--- src/rtl/fetch_pkg.sv ---
// Shared fetch-stage definitions: default widths, reset PC and the
// instruction field layout used by fetch and later decode stages.
package fetch_pkg;

  localparam int ADDR_W = 8;
  localparam int INSTR_W = 16;
  localparam logic [7:0] RESET_PC = 8'h00;

  // Instruction field positions (MSB/LSB of each 4-bit field).
  localparam int OPCODE_HI = 15;
  localparam int OPCODE_LO = 12;
  localparam int RD_HI = 11;
  localparam int RD_LO = 8;
  localparam int RS1_HI = 7;
  localparam int RS1_LO = 4;
  localparam int RS2_HI = 3;
  localparam int RS2_LO = 0;

  typedef struct packed {
    logic [3:0] opcode;
    logic [3:0] rd;
    logic [3:0] rs1;
    logic [3:0] rs2;
  } instr_fields_t;

  // Split a raw instruction word into its named fields.
  function automatic instr_fields_t decode_fields(input logic [INSTR_W-1:0] instr);
    instr_fields_t f;
    f.opcode = instr[OPCODE_HI:OPCODE_LO];
    f.rd = instr[RD_HI:RD_LO];
    f.rs1 = instr[RS1_HI:RS1_LO];
    f.rs2 = instr[RS2_HI:RS2_LO];
    return f;
  endfunction

endpackage

--- src/rtl/fetch_queue.sv ---
// Two-entry show-ahead queue of {pc, instr} pairs between fetch and decode.
// The head entry is visible on head_* whenever count != 0; flush empties
// the queue in one edge and wins over any push/pop on that edge.
module fetch_queue
  import fetch_pkg::*;
#(
  parameter int AW = ADDR_W,
  parameter int IW = INSTR_W
) (
  input  logic          clk,
  input  logic          rst,
  input  logic          flush,
  input  logic          push,
  input  logic [AW-1:0] push_pc,
  input  logic [IW-1:0] push_instr,
  input  logic          pop,
  output logic [AW-1:0] head_pc,
  output logic [IW-1:0] head_instr,
  output logic [1:0]    count
);

  logic [AW-1:0] pc_mem [2];
  logic [IW-1:0] instr_mem [2];
  logic          wr_ptr;
  logic          rd_ptr;
  logic          do_pop;
  logic          do_push;

  // A pop on an empty queue is ignored; a push into a full queue is only
  // taken when the head leaves on the same edge.
  assign do_pop = pop && (count != 2'd0);
  assign do_push = push && ((count != 2'd2) || do_pop);

  assign head_pc = pc_mem[rd_ptr];
  assign head_instr = instr_mem[rd_ptr];

  // Storage, pointers and occupancy; reset clears storage so head_* read 0.
  always_ff @(posedge clk or posedge rst) begin
    if (rst) begin
      pc_mem[0] <= '0;
      pc_mem[1] <= '0;
      instr_mem[0] <= '0;
      instr_mem[1] <= '0;
      wr_ptr <= 1'b0;
      rd_ptr <= 1'b0;
      count <= 2'd0;
    end else if (flush) begin
      wr_ptr <= 1'b0;
      rd_ptr <= 1'b0;
      count <= 2'd0;
    end else begin
      if (do_push) begin
        pc_mem[wr_ptr] <= push_pc;
        instr_mem[wr_ptr] <= push_instr;
        wr_ptr <= ~wr_ptr;
      end
      if (do_pop) begin
        rd_ptr <= ~rd_ptr;
      end
      case ({do_push, do_pop})
        2'b10:   count <= count + 2'd1;
        2'b01:   count <= count - 2'd1;
        default: count <= count;
      endcase
    end
  end

endmodule

--- src/rtl/fetch_unit.sv ---
// Fetch stage: PC register, fetch/redirect/halt control and the queue
// feeding decode.
//
// Decode handshake: id_valid means the head entry on id_pc/id_instr is
// valid; the entry is consumed on a rising edge where id_valid && id_ready.
// While id_valid && !id_ready the head holds stable unless a redirect
// flushes the queue.
module fetch_unit #(
  parameter int ADDR_W = fetch_pkg::ADDR_W,
  parameter int INSTR_W = fetch_pkg::INSTR_W,
  parameter logic [ADDR_W-1:0] RESET_PC = fetch_pkg::RESET_PC
) (
  input  logic               clk,
  input  logic               rst,
  output logic [ADDR_W-1:0]  imem_addr,
  input  logic [INSTR_W-1:0] imem_instr,
  input  logic               redirect_valid,
  input  logic [ADDR_W-1:0]  redirect_addr,
  input  logic               halt,
  output logic               id_valid,
  input  logic               id_ready,
  output logic [INSTR_W-1:0] id_instr,
  output logic [ADDR_W-1:0]  id_pc,
  output logic [1:0]         q_count
);
  import fetch_pkg::*;

  logic [ADDR_W-1:0] pc;
  logic              pop;
  logic              fetch;

  assign imem_addr = pc;
  assign id_valid = (q_count != 2'd0);
  assign pop = id_valid && id_ready;
  // Fetch only when there is room now or the head leaves this edge;
  // a redirect or halt suppresses the fetch.
  assign fetch = !halt && !redirect_valid && ((q_count != 2'd2) || pop);

  // PC update: redirect target first, otherwise sequential on a fetch.
  always_ff @(posedge clk or posedge rst) begin
    if (rst) begin
      pc <= RESET_PC;
    end else if (redirect_valid) begin
      pc <= redirect_addr;
    end else if (fetch) begin
      pc <= pc + 1'b1;
    end
  end

  fetch_queue #(
    .AW(ADDR_W),
    .IW(INSTR_W)
  ) u_queue (
    .clk        (clk),
    .rst        (rst),
    .flush      (redirect_valid),
    .push       (fetch),
    .push_pc    (pc),
    .push_instr (imem_instr),
    .pop        (pop),
    .head_pc    (id_pc),
    .head_instr (id_instr),
    .count      (q_count)
  );

endmodule

--- config.mk ---
export PLATFORM = sky130hd
export DESIGN_NAME = fetch_unit
export DESIGN_NICKNAME = d
export VERILOG_FILES = /design/src/rtl/fetch_pkg.sv /design/src/rtl/fetch_queue.sv /design/src/rtl/fetch_unit.sv
export SDC_FILE = /design/constraint.sdc
export NUM_CORES = 1
export LEC_CHECK = 0
export ABC_AREA = 1
export CORE_AREA = 2 2 94 96
export CTS_BUF_LIST = sky130_fd_sc_hd__clkbuf_16
export DETAILED_ROUTE_END_ITERATION = 8
export DIE_AREA = 0 0 96 98
export SLEW_MARGIN = 30
export SYNTH_ARGS = -nofsm -noshare
export SYNTH_HDL_FRONTEND = slang
export SYNTH_SLANG_ARGS = --single-unit
--- constraint.sdc ---
create_clock -name clk -period 2.7 [get_ports clk]
set_input_delay 0.54 -clock clk [delete_from_list [all_inputs] [get_ports clk]]
set_output_delay 0.54 -clock clk [all_outputs]
set_load 0.03 [all_outputs]
==> impl_metrics.csv <==
group,metric,value,unit
synthesis,netlist_instances,350,
grt,grt_pass1_wl,10.9,mm
grt,grtUsageTotal,14.7,%
synthesis,synth_compound_area_share,12.7,%
floorplan,core,0.00847,mm^2
grt,antenna_found_initial,0,
timing,setup_viol,0,
floorplan,initial_utilization,33.7,%
layout,insertedDiodeCount,0,
placed_design,dp.cells,509,
clocking,clk_latency,320,ps
synthesis,syn_avg_cell_area,8.16,um^2
synthesis,synth.area.mux_share,0,%
floorplan,fp.dieW,96,um
drt,detail_route.drc_violations,0,
floorplan,ios,64,
clocking,cts_tree,"yes",
run_status,status,"completed",
pwr,power_density,852,mW/mm^2
worst_hold_path,hold_class,"reg2reg",
layout,fin_nets,442,
clocking,numCtsBuffers,9,
timing,finalClockSkew,4.35,ps
pwr,p_leak,1.90,nW
synthesis,syn_area,0.00286,mm^2
timing,worst_pin_slew,541,ps
floorplan,core.rowCount,34,
grt,grt_pass1_vias,2352,
timing,final.setup.tns,0,ps
synthesis,yosys_warnings,0,
setup_path,crit_fanout,18,
flow_run,max_cap_viol_count,0,
placed_design,hpwl,4.31,mm
pwr,ir_worst_vdd,380,uV
clocking,post_cts_resized,0,
clocking,clock_path_buffers,2,
layout,drive_gt1_share,9.35,%
synthesis,synthDistinctLibCells,22,
drt,routed_wl,6.39,mm
grt,gr-total-overflow,0,
synthesis,syn_nets,380,
floorplan,chipHeight,98,um
timing,period_needed,2550,ps
setup_path,crit_path_start_kind,"flop",
clocking,clkSlewWorstSetupHoldPaths,50,ps
synthesis,synthSimpleGateAreaFrac,24.5,%
setup_path,critPathSlowestCell,"clkdlybuf4s50_1",
synthesis,synthAdderAreaFrac,0.438,%
clocking,cts-root-buf,"clkbuf_16",
setup_path,cp_cell_sequence,"buf_4 -> nand2_1 -> nand2_1 -> clkdlybuf4s50_1",
timing,setup_ws,145,ps
synthesis,synth_top_family_by_area,"simple AND/OR/NAND/NOR gates",
drt,vias,2372,
timing,rsz0062_at_grt,"false",
placed_design,dpl_cell_area,0.00355,mm^2
setup_path,crit_type,"reg2out",
grt,grt_max_degree,50,
drt,ant_nets,0,
drt,avgRoutedWirePerCell,12.2,um
clocking,h-tree-depth,3,
timing,hold_viol_final,0,
timing,relSlewSlack,63.9,%
clocking,postCtsSetupBuffers,0,
placed_design,gp_congestion,0.748,
clocking,hold_buffers,0,
timing,clock.fmax,0.391,GHz
setup_path,worstSetupEndpointType,"output pin",
placed_design,dp_slack,372,ps
setup_path,required,2160,ps
placed_design,port_buffers,63,
setup_path,slowest_delay,690,ps
layout,mostFrequentLayoutCells,"nand2_1, dfrtp_1, clkdlybuf4s50_1",
drt,drtIter0Drc,155,
layout,layout_commonest_cell,"nand2_1",
synthesis,ys_ff_latch,60,
clocking,cts_sinks,60,
timing,holdWs,479,ps
setup_path,reg2reg_slack,1150,ps
layout,syn_to_final_growth,35.6,%
timing,finalCritPeriodShare,94.6,%
setup_path,crit_arrival,2010,ps
synthesis,synth-xor-area-share,0.920,%
drt,via_per_inst,4.52,
setup_path,critPathMostFrequentCell,"nand2_1",
timing,drv_slew,0,
floorplan,dieArea,0.00941,mm^2
synthesis,ys_seq_area_share,52.6,%
layout,stdcell_count,525,
layout,final_area,0.00387,mm^2
drt,drtPass1Iterations,4,
final cells by class:
| type | instances | area, um^2 |
|---|---|---|
| Inverter | 37 | 144 |
| Fill cell | 856 | 4590 |
| Sequential cell | 60 | 1500 |
| Timing Repair Buffer | 67 | 666 |
| Multi-Input combinational cell | 237 | 1100 |
| Tap cell | 108 | 135 |
| Clock inverter | 7 | 101 |
| Clock buffer | 9 | 225 |
synthesized netlist by cell type, drive strengths merged:
library cell / number / area share [%]
buf: 10 / 3.1
xor2: 3 / 0.92
o22ai: 1 / 0.22
o21ai: 54 / 11
nand2: 147 / 20
clkbuf: 6 / 0.79
o211ai: 3 / 0.79
nand3: 13 / 2.5
clkinv: 1 / 0.13
nor2: 7 / 1.5
ha: 1 / 0.44
dfrtp: 60 / 53
nand4: 2 / 0.44
a21oi: 6 / 1.1
inv: 36 / 4.9
power by group:
| group | leakage, nW | switching, mW | total (mW) | internal, mW |
|---|---|---|---|---|
| sequential | 0.749 | 0.120 | 1.21 | 1.09 |
| clock | 0.152 | 0.413 | 1.22 | 0.811 |
| combinational | 1.00 | 0.507 | 0.864 | 0.357 |
per-stage QoR:
| step | utilization, % | power, mW |
|---|---|---|
| floorplan | - | 1.77 |
| global placement | 41.9 | 2.08 |
| detailed placement | 41.9 | 2.10 |
| CTS | 45.8 | 3.35 |
| global route | 45.8 | 3.50 |
| finish | 45.8 | 3.30 |
logic make-up after synthesis:
group | count (synthesis)
buffers and inverters | 53
adder cells (fa/ha/maj) | 1
XOR/XNOR | 3
AO/OA/AOI/OAI | 64
flip-flops | 60
AND/OR/NAND/NOR | 169
sequential cells by signal, indices dropped and copies added (netlist names):
register / count
imem_addr: 8
u_queue.count: 2
u_queue.instr_mem: 32
u_queue.pc_mem: 16
u_queue.rd_ptr: 1
u_queue.wr_ptr: 1
critical path, delay by kind of cell, from the launching register on:
kind | cells | cell delay [ps]
buffers and inverters | 2 | 990
flip-flops | 1 | 500
AND/OR/NAND/NOR | 2 | 200
layer usage:
| metal | routed length [um] | part of all wire, % | vias up | track usage (%) |
|---|---|---|---|---|
| met3 | 332 | 5.2 | 0 | 3.63 |
| met2 | 2930 | 46 | 63 | 22.3 |
| met1 | 3120 | 49 | 1083 | 20.8 |
| met5 | 0 | 0 | - | 0 |
| met4 | 0 | 0 | 0 | 3.96 |
| li1 | - | - | 1226 | - |
path summary, 6_finish.rpt:
path                                  startpoint                     to  cells past startpoint
max                               u_queue.rd_ptr               id_pc[5]                      4
min                        u_queue.instr_mem[30]  u_queue.instr_mem[30]                      2
max reg2reg                     u_queue.count[0]         u_queue.wr_ptr                      6
min reg2reg                u_queue.instr_mem[30]  u_queue.instr_mem[30]                      2
max in group asynchronous                    rst  u_queue.instr_mem[19]                      3
min in group asynchronous                    rst  u_queue.instr_mem[24]                      2
Note: power is estimated with default switching activity, not from simulation.
